--- src/rtl/led_pattern_sequencer.sv ---
// Display scheduler for the memory game: plays the first N entries of a small
// pattern memory as one-hot LED flashes, each followed by a dark gap.
module led_pattern_sequencer #(
    parameter int CLKS_ON  = 25000000,
    parameter int CLKS_OFF = 12500000,
    parameter int DEPTH    = 8
) (
    input  logic                       i_Clk,
    input  logic                       i_Rst,
    input  logic                       i_Wr_En,
    input  logic [$clog2(DEPTH)-1:0]   i_Wr_Addr,
    input  logic [1:0]                 i_Wr_Data,
    input  logic                       i_Start,
    input  logic [$clog2(DEPTH+1)-1:0] i_Length,
    input  logic                       i_Abort,
    output logic [3:0]                 o_LED,
    output logic                       o_Busy,
    output logic                       o_Done,
    output logic [$clog2(DEPTH)-1:0]   o_Index
);

    localparam int IDX_W   = $clog2(DEPTH);
    localparam int LEN_W   = $clog2(DEPTH + 1);
    localparam int CLK_MAX = (CLKS_ON > CLKS_OFF) ? CLKS_ON : CLKS_OFF;
    localparam int CNT_W   = (CLK_MAX > 1) ? $clog2(CLK_MAX) : 1;

    localparam logic [CNT_W-1:0] ON_LAST   = CNT_W'(CLKS_ON - 1);
    localparam logic [CNT_W-1:0] OFF_LAST  = CNT_W'(CLKS_OFF - 1);
    localparam logic [LEN_W-1:0] DEPTH_LEN = LEN_W'(DEPTH);

    typedef enum logic [1:0] {
        ST_IDLE = 2'd0,
        ST_SHOW = 2'd1,
        ST_GAP  = 2'd2,
        ST_DONE = 2'd3
    } state_t;

    function automatic logic [3:0] led_decode(input logic [1:0] code);
        logic [3:0] onehot;
        case (code)
            2'd0:    onehot = 4'b0001;
            2'd1:    onehot = 4'b0010;
            2'd2:    onehot = 4'b0100;
            2'd3:    onehot = 4'b1000;
            default: onehot = 4'b0000;
        endcase
        return onehot;
    endfunction

    state_t           state_r;
    state_t           state_nxt_s;
    logic [IDX_W-1:0] index_r;
    logic [IDX_W-1:0] index_nxt_s;
    logic [CNT_W-1:0] cnt_r;
    logic [CNT_W-1:0] cnt_nxt_s;
    logic [LEN_W-1:0] len_r;
    logic [LEN_W-1:0] len_nxt_s;
    logic [LEN_W-1:0] last_idx_s;
    logic [3:0]       led_r;
    logic             busy_r;
    logic             done_r;
    logic             wr_ok_s;
    logic             at_last_s;
    logic [1:0]       rd_code_s;
    logic [1:0]       mem_r [DEPTH];

    assign wr_ok_s    = i_Wr_En && !busy_r;
    assign last_idx_s = len_r - LEN_W'(1);
    assign at_last_s  = (LEN_W'(index_r) == last_idx_s);

    // Pattern memory: no reset so contents survive a reset or abort.
    always_ff @(posedge i_Clk) begin
        if (wr_ok_s) begin
            mem_r[i_Wr_Addr] <= i_Wr_Data;
        end
    end

    // Next-state, index, cycle-counter and length selection.
    always_comb begin
        state_nxt_s = state_r;
        index_nxt_s = index_r;
        cnt_nxt_s   = cnt_r;
        len_nxt_s   = len_r;
        case (state_r)
            ST_IDLE: begin
                if (i_Start && (i_Length != LEN_W'(0))) begin
                    state_nxt_s = ST_SHOW;
                    index_nxt_s = IDX_W'(0);
                    cnt_nxt_s   = CNT_W'(0);
                    len_nxt_s   = (i_Length > DEPTH_LEN) ? DEPTH_LEN : i_Length;
                end else begin
                    state_nxt_s = ST_IDLE;
                end
            end
            ST_SHOW: begin
                if (cnt_r == ON_LAST) begin
                    state_nxt_s = ST_GAP;
                    cnt_nxt_s   = CNT_W'(0);
                end else begin
                    cnt_nxt_s   = cnt_r + CNT_W'(1);
                end
            end
            ST_GAP: begin
                if (cnt_r == OFF_LAST) begin
                    cnt_nxt_s = CNT_W'(0);
                    if (at_last_s) begin
                        state_nxt_s = ST_DONE;
                    end else begin
                        state_nxt_s = ST_SHOW;
                        index_nxt_s = index_r + IDX_W'(1);
                    end
                end else begin
                    cnt_nxt_s = cnt_r + CNT_W'(1);
                end
            end
            ST_DONE: begin
                state_nxt_s = ST_IDLE;
                cnt_nxt_s   = CNT_W'(0);
            end
            default: begin
                state_nxt_s = ST_IDLE;
                index_nxt_s = IDX_W'(0);
                cnt_nxt_s   = CNT_W'(0);
            end
        endcase
        // Abort outranks every normal transition, including the step into DONE.
        if (i_Abort && (state_r != ST_IDLE)) begin
            state_nxt_s = ST_IDLE;
            index_nxt_s = IDX_W'(0);
            cnt_nxt_s   = CNT_W'(0);
        end else begin
            state_nxt_s = state_nxt_s;
        end
    end

    // A write landing on the entry about to be shown is forwarded so the first
    // flash reflects it without an extra cycle.
    always_comb begin
        rd_code_s = mem_r[index_nxt_s];
        if (wr_ok_s && (i_Wr_Addr == index_nxt_s)) begin
            rd_code_s = i_Wr_Data;
        end else begin
            rd_code_s = mem_r[index_nxt_s];
        end
    end

    // State register; outputs are registered from the upcoming state.
    always_ff @(posedge i_Clk) begin
        if (i_Rst) begin
            state_r <= ST_IDLE;
            index_r <= IDX_W'(0);
            cnt_r   <= CNT_W'(0);
            len_r   <= LEN_W'(0);
            led_r   <= 4'b0000;
            busy_r  <= 1'b0;
            done_r  <= 1'b0;
        end else begin
            state_r <= state_nxt_s;
            index_r <= index_nxt_s;
            cnt_r   <= cnt_nxt_s;
            len_r   <= len_nxt_s;
            led_r   <= (state_nxt_s == ST_SHOW) ? led_decode(rd_code_s) : 4'b0000;
            busy_r  <= (state_nxt_s != ST_IDLE);
            done_r  <= (state_nxt_s == ST_DONE);
        end
    end

    assign o_LED   = led_r;
    assign o_Busy  = busy_r;
    assign o_Done  = done_r;
    assign o_Index = index_r;

endmodule

--- config.mk ---
export PLATFORM = sky130hd
export DESIGN_NAME = led_pattern_sequencer
export DESIGN_NICKNAME = d
export VERILOG_FILES = /design/src/rtl/led_pattern_sequencer.sv
export SDC_FILE = /design/constraint.sdc
export NUM_CORES = 1
export LEC_CHECK = 0
export CORE_AREA = 2 2 92 94
export CTS_CLUSTER_SIZE = 25
export DETAILED_ROUTE_END_ITERATION = 8
export DIE_AREA = 0 0 94 96
export GPL_TIMING_DRIVEN = 0
export PLACE_DENSITY = 0.67
export SLEW_MARGIN = 20
export SYNTH_ARGS = -nofsm -noshare
export SYNTH_HDL_FRONTEND = slang
export SYNTH_SLANG_ARGS = --single-unit
export TNS_END_PERCENT = 20
--- constraint.sdc ---
create_clock -name i_Clk -period 8.3 [get_ports i_Clk]
set_clock_uncertainty 0.2 [all_clocks]
set_input_delay 1.66 -clock i_Clk [delete_from_list [all_inputs] [get_ports i_Clk]]
set_output_delay 1.66 -clock i_Clk [all_outputs]
set_load 0.1 [all_outputs]
Word level (Yosys, flattened, before mapping). Memory sizes are Yosys's and may differ from the RTL's. Cells that the tools add are included.

Equal/unequal tests: 13. Reductions and logical operators: 13. Bitwise logic cells: 1. Add/sub/neg operators: 3. Multiply operators: 0. Mux-type cells: 20. $lt $le $gt $ge: 1. Div/mod/pow operators: 0. Shift operators: 0.

Operator list (number): $pmux 25 s4 (1); $mux 25 (3); $add 25x1->25 const B (1); $eq 25x24->1 const B (1); $eq 25x25->1 const B (1); $pmux 4 s4 (1); $mux 3 (4); $eq 2x2->1 const B (5); $mux 2 (5); $pmux 2 s4 (1); $eq 2x1->1 const B (3); $pmux 3 s2 (1); $eq 3x4->1 (1); $gt 4x4->1 const B (1); $logic_and 1x1->1 (4); $logic_not 2->1 (2); $mux 4 (1); $reduce_bool 2->1 (2); $reduce_bool 4->1 (1); $reduce_or 2->1 (2); $sub 4x1->4 const B (1); $add 3x1->3 const B (1); $eq 3x3->1 (1); $mux 1 (3); other kinds (4) (4).

Memories: 1. Memory bits (read-only): 0. Bits in latches: 0. Output and inout bits: 9. RAM bits: 16. Register bits after elaboration: 40.

Memories: mem_r (depth 8, width 2, rd ports 1, clocked after memory_dff 0, write ports 1, RTL line 65) `logic [1:0] mem_r [DEPTH];`.

Depth between registers and ports, before layout. Gate-level depths: netlist (run 1).

Depth in word-level cells: 11. Mapped depth: 14. Mapped depth without buffers: 12.

Worst setup path after synthesis (run 1). No wires, ideal clock.

Path kind: input -> register. Start: input i_Length[0]. End: register led_r[3], in the netlist o_LED[3]. Arrival: 3914 ps. Setup slack: 4069 ps. Library setup time: 117 ps. Required time: 7983 ps. Stages on the path: 10. Cell sequence: o41ai_1 or2_1 clkbuf_1 o21ai_1 o21ai_4 mux2i_1 o21ai_0 a221oi_1 a211oi_4 a32o_1.

Longest elaborated chain between the ends: 10. Elaborated cells on any way between the ends: 20. Those cells by class: 5 x eq/ne; 8 x mux; 1 x bitwise; 5 x reduce/logical; 1 x memory.

RTL lines: from (decl) (RTL line 14) `input logic [$clog2(DEPTH+1)-1:0] i_Length,`; $reduce_bool 4->1 (*) (RTL line 86) `if (i_Start && (i_Length != LEN_W'(0))) begin`; $logic_and 1x1->1 (*) (RTL line 86); branches (longest 8 deep; another with $mem_v2 8x2); to (signal assigned) (RTL line 162) `led_r <= (state_nxt_s == ST_SHOW) ? led_decode(rd_code_s) : 4'b0000;`; to (decl) (RTL line 59) `logic [3:0] led_r;`.

Mark *: on every way between the ends. A chain may end at the register's enable or synchronous reset.

Worst setup path in the final report (run 1).
Start: input i_Length[0]. End: register led_r[0], in the netlist o_LED[0].

Same word-level chain as after synthesis.

==> summary.txt, run 1 <==
Max Slew Vio Count: 0
die area: 9020 um^2
Synth Register Bits: 56
crit-path max cell delay: 640 ps
family with the most delay on the worst path: compound AO/OA/AOI/OAI gates
post-layout util: 0.441
sequential-to-total area share from yosys stat: 0.412
Post-synth EDFFs: 16
Core Area: 8050 um^2
CTS Sinks: 56
WL final: 6970 um
synthesized net count: 367
initial antenna violation count: 0
P&R area growth vs syn: 14.3%
hold depth: 2
worst skew pair latency: 320 ps
crit path launch: i_Length[0]
Rows: 33
Crit. End Element: register
Routed WL per cell: 14.5 um
DRC errors left: 0
Tmin final: 4840 ps
unrepaired setup endpoints after global routing: no
CTS resizes: 0
Hold Vio Cnt, Final: 0
synthesized cell area: 3110 um^2
worst hold start: len_r[3]
pwr dens: 142 nW/um^2
die width: 94 um
CTS Buffer Depth: 2
Max Freq: 207 MHz
ys flop type: dfxtp_1
syn avg cell area: 8.96 um^2
Critical Path RT: 8350 ps
grt ovf: 0
Worst path slowest cell: o41ai_1
antenna viol nets, final: 0
Leak Pwr: 1.15 nW
largest net degree at the start of global routing: 20
H-tree levels: 2
most common cell after layout, fill and taps aside: nor2_1
Post-CTS Hold Buffers: 0
vias in the first global route: 2,422
ys async rst share: 0
R2R cell count: 12
Iter 0 DRT Violations: 115
antenna fix cells: 0
Clk Tree Root Cell: clkbuf_8
total CTS buffers: 5
commonest cells after routing, fill and taps aside: nor2_1 (43), dfxtp_1 (40), nand2_1 (29)
Netlist cell types: 68
kind of critical path: primary input to register
worst-path cell chain: clkdlybuf4s50_1 > o41ai_1 > or2_1 > clkbuf_1 > a21o_1 > nand2_1 > a311oi_4 > xnor2_1 > nand2_2 > a31oi_4 > mux2i_1 > nor3b_2
Max-Cap Viols: 0
startpoint class of the critical path: primary input
fraction of layout cells with a size suffix above 1: 0.0875
crit path DAT: 4890 ps
die height: 96 um
VDD IR-drop max: 0.0850 mV
CTS tree: built
Initial Util: 0.386
Crit path depth: 12
Final HPWL DP: 5110 um
DR vias/cell: 5.33
status: complete, no violations
r2r startpoint: len_r[0]
CP Max Fanout: 10
Routability Congestion: 0.898
Layout fillers: 786
post-synthesis cell count: 347
DR vias: 2,568
Ys Warns: 0
# setup viols final: 0
DR pass1 iterations: 4
HP Class: register to register
Layout Nets: 396
IO buf count: 22
Max-Slew Margin vs Limit: 0.352
# Post-CTS Setup Buffers: 0
clock transition at the registers of the reported paths: 100 ps
global-route wire length before repair: 11,700 um
WP buf/inv: 2
final worst-path cycle share: 0.583
IO Count: 23
Tot GR Track Use: 0.163
worst slew pin tran: 969 ps
setup_tns: 0 ps
## report_power, final
group          switching (mW)  leakage [nW]  internal (mW)
clock                  0.0951        0.0452         0.0618
combinational          0.0388         0.635         0.0201
sequential            0.00262         0.468          0.285
## per-stage QoR
| step | instances | setup slack, ps | power, mW | area (um^2) | hold WS, ps |
|---|---|---|---|---|---|
| floorplan | 347 | 4070 | 0.331 | 3110 | 241 |
| finish | 482 | 3460 | 0.504 | 3550 | 297 |
| detailed placement | 474 | 3140 | 0.353 | 3460 | 282 |
| global placement | 474 | 3130 | 0.352 | 3460 | 268 |
| global route | 482 | 3240 | 0.527 | 3550 | 341 |
| CTS | 482 | 3460 | 0.509 | 3550 | 298 |
## final cells by class
| class | count | area [um^2] | area share |
|---|---|---|---|
| buffer | 10 | 52.6 | 0.0148 |
| sequential | 56 | 1280 | 0.360 |
| tap | 105 | 131 | 0.0370 |
| inverter | 12 | 45.0 | 0.0127 |
| clock inverter | 3 | 25.0 | 0.00704 |
| clock buffer | 5 | 68.8 | 0.0194 |
| timing repair buffer | 22 | 220 | 0.0619 |
| multi-input combinational | 269 | 1730 | 0.487 |
## path summary, 6_finish.rpt
path,slack (ps),to
worst min register to register,300,len_r[3]
worst max register to register,4640,o_LED[3]
worst max-delay path,3460,o_LED[0]
worst min-delay path,300,len_r[3]
## flip-flops by register name (all words and copies together) (netlist names)
| name | flops |
|---|---|
| state_r | 2 |
| o_Busy | 1 |
| len_r | 4 |
| o_Index | 3 |
| o_LED | 4 |
| mem_r | 16 |
| cnt_r | 25 |
| o_Done | 1 |
## synthesized netlist by cell type (all sizes together), types with 2 or more instances
library cell / instances / area (um^2)
nor2: 44 / 168
dfxtp: 40 / 801
nand2: 30 / 115
o21ai: 23 / 130
a21oi: 19 / 95.1
edfxtp: 16 / 480
nand3: 15 / 75.1
inv: 12 / 45.1
and3: 11 / 73.8
nand4: 11 / 75.1
xnor2: 10 / 87.6
nor3: 9 / 50.1
nand2b: 8 / 50.1
clkbuf: 7 / 26.3
nor2b: 7 / 43.8
nor3b: 7 / 57.6
nor4: 7 / 65.1
xor2: 7 / 61.3
ha: 6 / 75.1
nand3b: 5 / 37.5
and2: 4 / 30.0
and4: 4 / 37.5
mux2i: 4 / 40.0
or3: 4 / 25.0
a21o: 3 / 22.5
buf: 3 / 26.3
or2: 3 / 18.8
or4bb: 3 / 33.8
a211oi: 2 / 27.5
a221oi: 2 / 17.5
a311o: 2 / 21.3
a31oi: 2 / 27.5
nand4b: 2 / 17.5
or4: 2 / 18.8
## per-layer routing
layer / global-route usage / vias to the layer above / wire [um]
li1: - / 1311 / -
met1: 0.215 / 1183 / 3350
met2: 0.273 / 63 / 3200
met3: 0.0298 / 11 / 305
met4: 0.0483 / 0 / 116
met5: 0 / - / 0
## worst min-delay path, stage by stage, from the launching register on
cell     delay (ps)
dfxtp_1         350
nand2_1          60
a21oi_1          50
## cells by family after synthesis
group / synth area share
flops: 0.412
buf+inv: 0.0314
mux: 0.0129
xor+xnor: 0.0479
simple gates: 0.325
fa+ha+maj: 0.0241
compound gates: 0.147
No activity file was read; power rests on OpenSTA's default activity.
==> inputs of run 2 (changes only) <==
- clock period: 8.3 -> 5 ns (I/O delays scaled with it)
==> results of run 2 <==
The final DEF is identical to that of run 1. Status: complete, no violations.
Main changes from that run: setup slack after placement 3140 ps -> 505 ps; setup slack after layout 3460 ps -> 818 ps; register-to-register setup slack 4640 ps -> 1340 ps; total power 0.504 mW -> 0.836 mW; worst IR drop on VDD 0.0850 mV -> 0.141 mV
==> inputs of run 3 (changes only) <==
- PLACE_DENSITY: 0.67 -> 0.69
- clock period: 5 -> 3.4 ns (I/O delays scaled with it)
==> summary.txt, run 3 (synthesis gave the netlist of run 1 again) <==
IO buf count: 22 (unchanged)
placed cell count: 474 (unchanged)
Core Area: 8050 um^2 (unchanged)
Max Freq: 293 MHz
VDD IR-drop max: 0.169 mV (was 0.141 mV)
initial antenna violation count: 0 (unchanged)
Max-Cap Viols: 0 (unchanged)
worst skew pair latency: 320 ps (about the same)
die width: 94 um (unchanged)
Layout Nets: 407 (was 396)
grt ovf: 0 (unchanged)
post-route cell area: 3740 um^2 (was 3550 um^2)
status: complete, but fails checks (was complete, no violations)
Leak Pwr: 1.24 nW (was 1.15 nW)
Hold Vio Cnt, Final: 0 (unchanged)
failing checks: negative setup slack
clock transition at the registers of the reported paths: 110 ps (was 100 ps)
commonest cells after routing, fill and taps aside: nor2_1 (43), dfxtp_1 (37), nand2_1 (27) (was nor2_1 (43), dfxtp_1 (40), nand2_1 (29))
Rows: 33 (unchanged)
final worst-path cycle share: 1.00
CP Max Fanout: 6 (was 10)
Initial Util: 0.386 (unchanged)
unrepaired setup endpoints after global routing: yes (was no)
Max-Slew Margin vs Limit: 0.342 (was 0.352)
global-route wire length before repair: 11,900 um (was 11,700 um)
DR vias: 2,677 (was 2,568)
Crit. End Element: register (unchanged)
kind of critical path: register to register (was primary input to register)
Post-CTS Hold Buffers: 0 (unchanged)
Tmin final: 3420 ps
Iter 0 DRT Violations: 176 (was 115)
DR pass1 iterations: 4 (unchanged)
Clk Tree Root Cell: clkbuf_8 (unchanged)
Critical Path RT: 3430 ps (was 5050 ps)
hold_ws: 295 ps (was 297 ps)
antenna fix cells: 0 (unchanged)
number of flip-flops under the largest register name: 25 (unchanged)
Tot GR Track Use: 0.167 (was 0.163)
IO Count: 23 (unchanged)
CTS tree: built (unchanged)
Routed WL per cell: 14.9 um (was 14.5 um)
CTS Buffer Depth: 2 (unchanged)
pwr dens: 337 nW/um^2 (was 235 nW/um^2)
fraction of layout cells with a size suffix above 1: 0.152 (was 0.0875)
Routability Congestion: 0.900 (was 0.898)
startpoint class of the critical path: register (was primary input)
DR vias/cell: 5.43 (was 5.33)
crit path DAT: 3440 ps (was 4230 ps)
vias in the first global route: 2,560 (was 2,422)
Post-DP Area: 3460 um^2 (about the same)
WL final: 7340 um (was 6970 um)
Top reg by flops: cnt_r (unchanged)
Final HPWL DP: 5210 um (was 5110 um)
P&R area growth vs syn: 20.4% (was 14.3%)
antenna viol nets, final: 0 (unchanged)
worst slew pin tran: 983 ps (was 969 ps)
die area: 9020 um^2 (unchanged)
setup slack, reg-to-reg: -20 ps (was 1340 ps)
Max Slew Vio Count: 0 (unchanged)
die height: 96 um (unchanged)
total CTS buffers: 5 (unchanged)
Post-Layout Cell Count: 493 (was 482)
DRC errors left: 0 (unchanged)
H-tree levels: 2 (unchanged)
# setup viols final: 2 (was 0)
HP Class: register to register (unchanged)
Largest regs: cnt_r: 25 flops, mem_r: 16 flops (unchanged)
most common cell after layout, fill and taps aside: nor2_1 (unchanged)
largest net degree at the start of global routing: 20 (unchanged)
final worst slack: -16.3 ps (was 818 ps)
CTS Sinks: 56 (unchanged)
[run 3: cell types whose count changed in the layout (fill, tap and decap cells not counted), moves of 2 or more]
cell      before  now
nand2_1       29   27
inv_2          2    4
nand2_2        1    3
dfxtp_2        0    2
buf_4          0   11
dfxtp_1       40   37
inv_1         10    8
a221oi_2       0    2
a221oi_1       2    0
[run 3: area by class of cell]
| cell class | count | area, um^2 |
|---|---|---|
| timing repair buffer | 33 | 303 |
| sequential | 56 | 1290 |
| buffer | 10 | 60.1 |
| inverter | 12 | 45.0 |
| clock inverter | 3 | 26.3 |
| tap | 105 | 131 |
| multi-input combinational | 269 | 1820 |
| clock buffer | 5 | 68.8 |
| fill | 762 | 4310 |
[run 3: worst paths after layout]
check | from | end | cells after the start
max reg2reg | len_r[1] | o_LED[3] | 14
min | len_r[3] | len_r[3] | 2
max | len_r[1] | o_LED[3] | 14
min reg2reg | len_r[3] | len_r[3] | 2
[run 3: power breakdown]
| part | internal, mW | total (mW) | switching, mW |
|---|---|---|---|
| registers | 0.696 | 0.702 | 0.00637 |
| clock network | 0.153 | 0.400 | 0.248 |
| logic | 0.0579 | 0.158 | 0.100 |
| total | 0.906 | 1.26 | 0.355 |
[run 3: worst max-delay path, cell delays in order, from the launching register on]
cell      delay [ps]
dfxtp_2          370
inv_2             50
ha_4             150
xor2_2           150
or4bb_1          480
a311o_1          290
buf_6            140
and3_4           170
o21ai_4          240
buf_4            170
o21ai_4           70
buf_4            160
a221oi_2         330
a211oi_4         100
a32o_1           270
[run 3: what timing repair did]
action / CTS / global route
setup buffers: 5 / 6
resized for setup: 13 / 11
endpoints found under the setup margin: 4 / 4
pin swaps: 6 / 11
endpoints found under the hold margin: 0 / 0
[run 3: metrics by stage]
step	total power [mW]	setup slack [ps]	util	setup TNS (ps)
global route	1.31	-147	0.465	-440
global placement	0.858	-749	0.430	-2840
detailed placement	0.861	-763	0.430	-2920
finish	1.26	-16.3	0.465	-26.3
CTS	1.26	-63.3	0.455	-123
floorplan	0.808	28.6	-	0
[run 3: routing by layer]
layer  up-vias  GRT usage  part of all wire
met4         0     0.0628             0.015
met3        10     0.0305             0.042
li1       1342          -                 -
met1      1258      0.220              0.48
met2        67      0.274              0.46
met5         -          0                 0
==> RTL change: new RTL, flow settings as in run 3 <==
Make the reset (`i_Rst`) asynchronous in one clocked block.
--- a/src/rtl/led_pattern_sequencer.sv
+++ b/src/rtl/led_pattern_sequencer.sv
@@ -147,3 +147,3 @@
     // State register; outputs are registered from the upcoming state.
-    always_ff @(posedge i_Clk) begin
+    always_ff @(posedge i_Clk or posedge i_Rst) begin
         if (i_Rst) begin
Behaviour: differs if i_Rst is asserted again (counterexample within 4 cycles, from zero or initial values and one cycle with i_Rst high); with i_Rst held inactive, the same outputs for 10 cycles.
==> RTL change against run 3 <==
The flow still finishes with violations (setup timing). Setup slack gained 8.9 ps. Area after synthesis shrank 2.5%. Final area is essentially flat. Sequential share of layout area grew 5.3 points. Synthesized cell count shrank 16%. Total power grew 2.0%. Wire length shrank 12%. Clock power shrank 2%. Count of clock-buffer cells in the layout is the same. Maximum frequency grew 0.26%. Non-clock buffer count is the same. Sequential cell count is the same.
==> RTL change: results (changes against run 3) <==
STA
The worst slack on hold paths is 372 ps (+76.3 ps). The worst-case setup margin in the final layout came to -7.43 ps (+8.86 ps). The worst max-slew margin expressed relative to the limit is 34.3% (about the same). The number of setup violations in the final report came to 1 (-1). The total negative slack came to -7.43 ps (+18.8 ps).

Synthesis
The area fraction of the dominant cell type after synthesis is 33.0% (+7.3 points). The sequential-to-total area share from yosys stat came to 48.9% (+7.7 points). The commonest cells after synthesis are 40 x sky130_fd_sc_hd__dfrtp_1, 37 x sky130_fd_sc_hd__nor2_1, 34 x sky130_fd_sc_hd__nand2_1, 19 x sky130_fd_sc_hd__xor2_1, 16 x sky130_fd_sc_hd__edfxtp_1. The share of flip-flops with an asynchronous set or reset is 71.4% (+71 points). By area the synthesized netlist is led by sky130_fd_sc_hd__dfrtp_1 33%, sky130_fd_sc_hd__edfxtp_1 16%, sky130_fd_sc_hd__xor2_1 5.5%. For this run, the leading register cell type out of synthesis is sky130_fd_sc_hd__dfrtp_1. The count of different cell masters after synthesis is 55 (-19%).

Critical path
The logic depth of the worst register-to-register path is 13 (-1). The family with the most delay on the worst path is simple AND/OR/NAND/NOR gates. The worst register-to-register path begins at len_r[0]. In this run the critical register-to-register path is captured at o_LED[3]. The delay of the slowest cell on the worst path was 390 ps (-90 ps).

The largest fanout of any net on the critical path was 7 (+1).

Power and ir drop
The leakage component of the power is 1.49 nW (+20%).

GRT
The aggregate global-route resource usage came to 15.1% (-1.6 points). The wire length of the first global-routing pass is 10700 µm (-10%). The global routing met3 resource utilization is 2.82% (-0.23 points). The via count of the first global-routing pass is 2215 (-13%). The maximum number of pins on one net before global-route repair was 24 (+20%). The met2 track demand over resource in global routing is 23.0% (-4.4 points).

Min path
The source of the worst hold timing path is len_r[2].

Layout
The count of nets after finishing came to 356 (-13%). The count of filler cells inserted in the layout is 766 (+0.52%).

Outcome
The checks that failed: setup timing. The flow ran to the end, but the final reports show violations.

Detailed routing
The detailed router's first-iteration violation count is 150 (-15%). The first-pass iteration count of the detailed router was 6 (+2).

Placement
The last weighted congestion value of the routability-driven placer is 0.815 (-9.4%). The post-detailed-placement half-perimeter wirelength is 4430 µm (-15%).
RTL change: cell types whose count changed after synthesis, moves of 8 or more:
cell and delta:
sky130_fd_sc_hd__dfrtp_1 +40, sky130_fd_sc_hd__and3_1 -8, sky130_fd_sc_hd__a21oi_1 -16, sky130_fd_sc_hd__xor2_1 +12, sky130_fd_sc_hd__dfxtp_1 -40, sky130_fd_sc_hd__o21ai_1 -14
RTL change: worst max path at each step:
stage / startpoint / end / slack, ps / cells after the start
after floorplan: o_Index[2] / o_LED[3] / 30 / 12
after detailed placement: i_Length[0] / o_LED[2] / -630 / 11
final: len_r[0] / o_LED[3] / -7 / 13
after CTS: len_r[0] / o_LED[3] / -0.9 / 13
after global routing: cnt_r[0] / o_LED[3] / -150 / 14
after global placement: i_Length[0] / o_LED[2] / -620 / 11
RTL change: stage by stage:
stage	power (W)	cells	utilization (%)	instance area (µm²)
after floorplan	0.000823	292	-	3040
after global placement	0.000869	419	42.1	3390
after detailed placement	0.000878	420	42.4	3420
after CTS	0.00129	438	45.7	3680
after global routing	0.00134	442	46.5	3750
final	0.00129	442	46.5	3750
RTL change: cells by family after synthesis:
logic type | share of synthesized area [%]
AOI/OAI and AO/OA | 8.83
adders and majority gates | 2.48
and+or+nand+nor | 25.5
DFF | 48.9
xor gates and xnor gates | 7.80
muxes | 3.51
buffers and inverters | 3.01
RTL change: repair_timing:
action,CTS,global route
gates resized for setup,19,5
setup endpoints to repair,5,6
setup buffers,11,4
pin swaps,9,3
RTL change: tightest hold or removal path: stages, from the launching register on:
cell and delay (ps):
sky130_fd_sc_hd__dfrtp_1 410, sky130_fd_sc_hd__nand2_1 60, sky130_fd_sc_hd__o21ai_0 70
RTL change: layout make-up:
type / instances / share of cell area, %
clock inverters: 3 / 0.668
multi-input cells: 219 / 42.2
flip-flops and latches: 56 / 39.7
inverters: 11 / 1.44
plain buffers: 5 / 0.902
repair buffers: 38 / 9.72
clock buffers: 5 / 1.84
well taps: 105 / 3.51
RTL change: per-layer routing:
layer	wire [µm]	up-vias
met5	0	-
met4	72	0
met3	285	8
met2	3070	48
met1	3060	1138
li1	-	1115
RTL change: power by group through the flow:
| stage | logic (W) | clock network, W | registers (W) |
|---|---|---|---|
| floorplan | 0.0000740 | 0 | 0.000749 |
| global placement | 0.000138 | 0 | 0.000731 |
| detailed placement | 0.000146 | 0 | 0.000732 |
| CTS | 0.000170 | 0.000403 | 0.000718 |
| global route | 0.000191 | 0.000433 | 0.000721 |
| finish | 0.000174 | 0.000394 | 0.000719 |
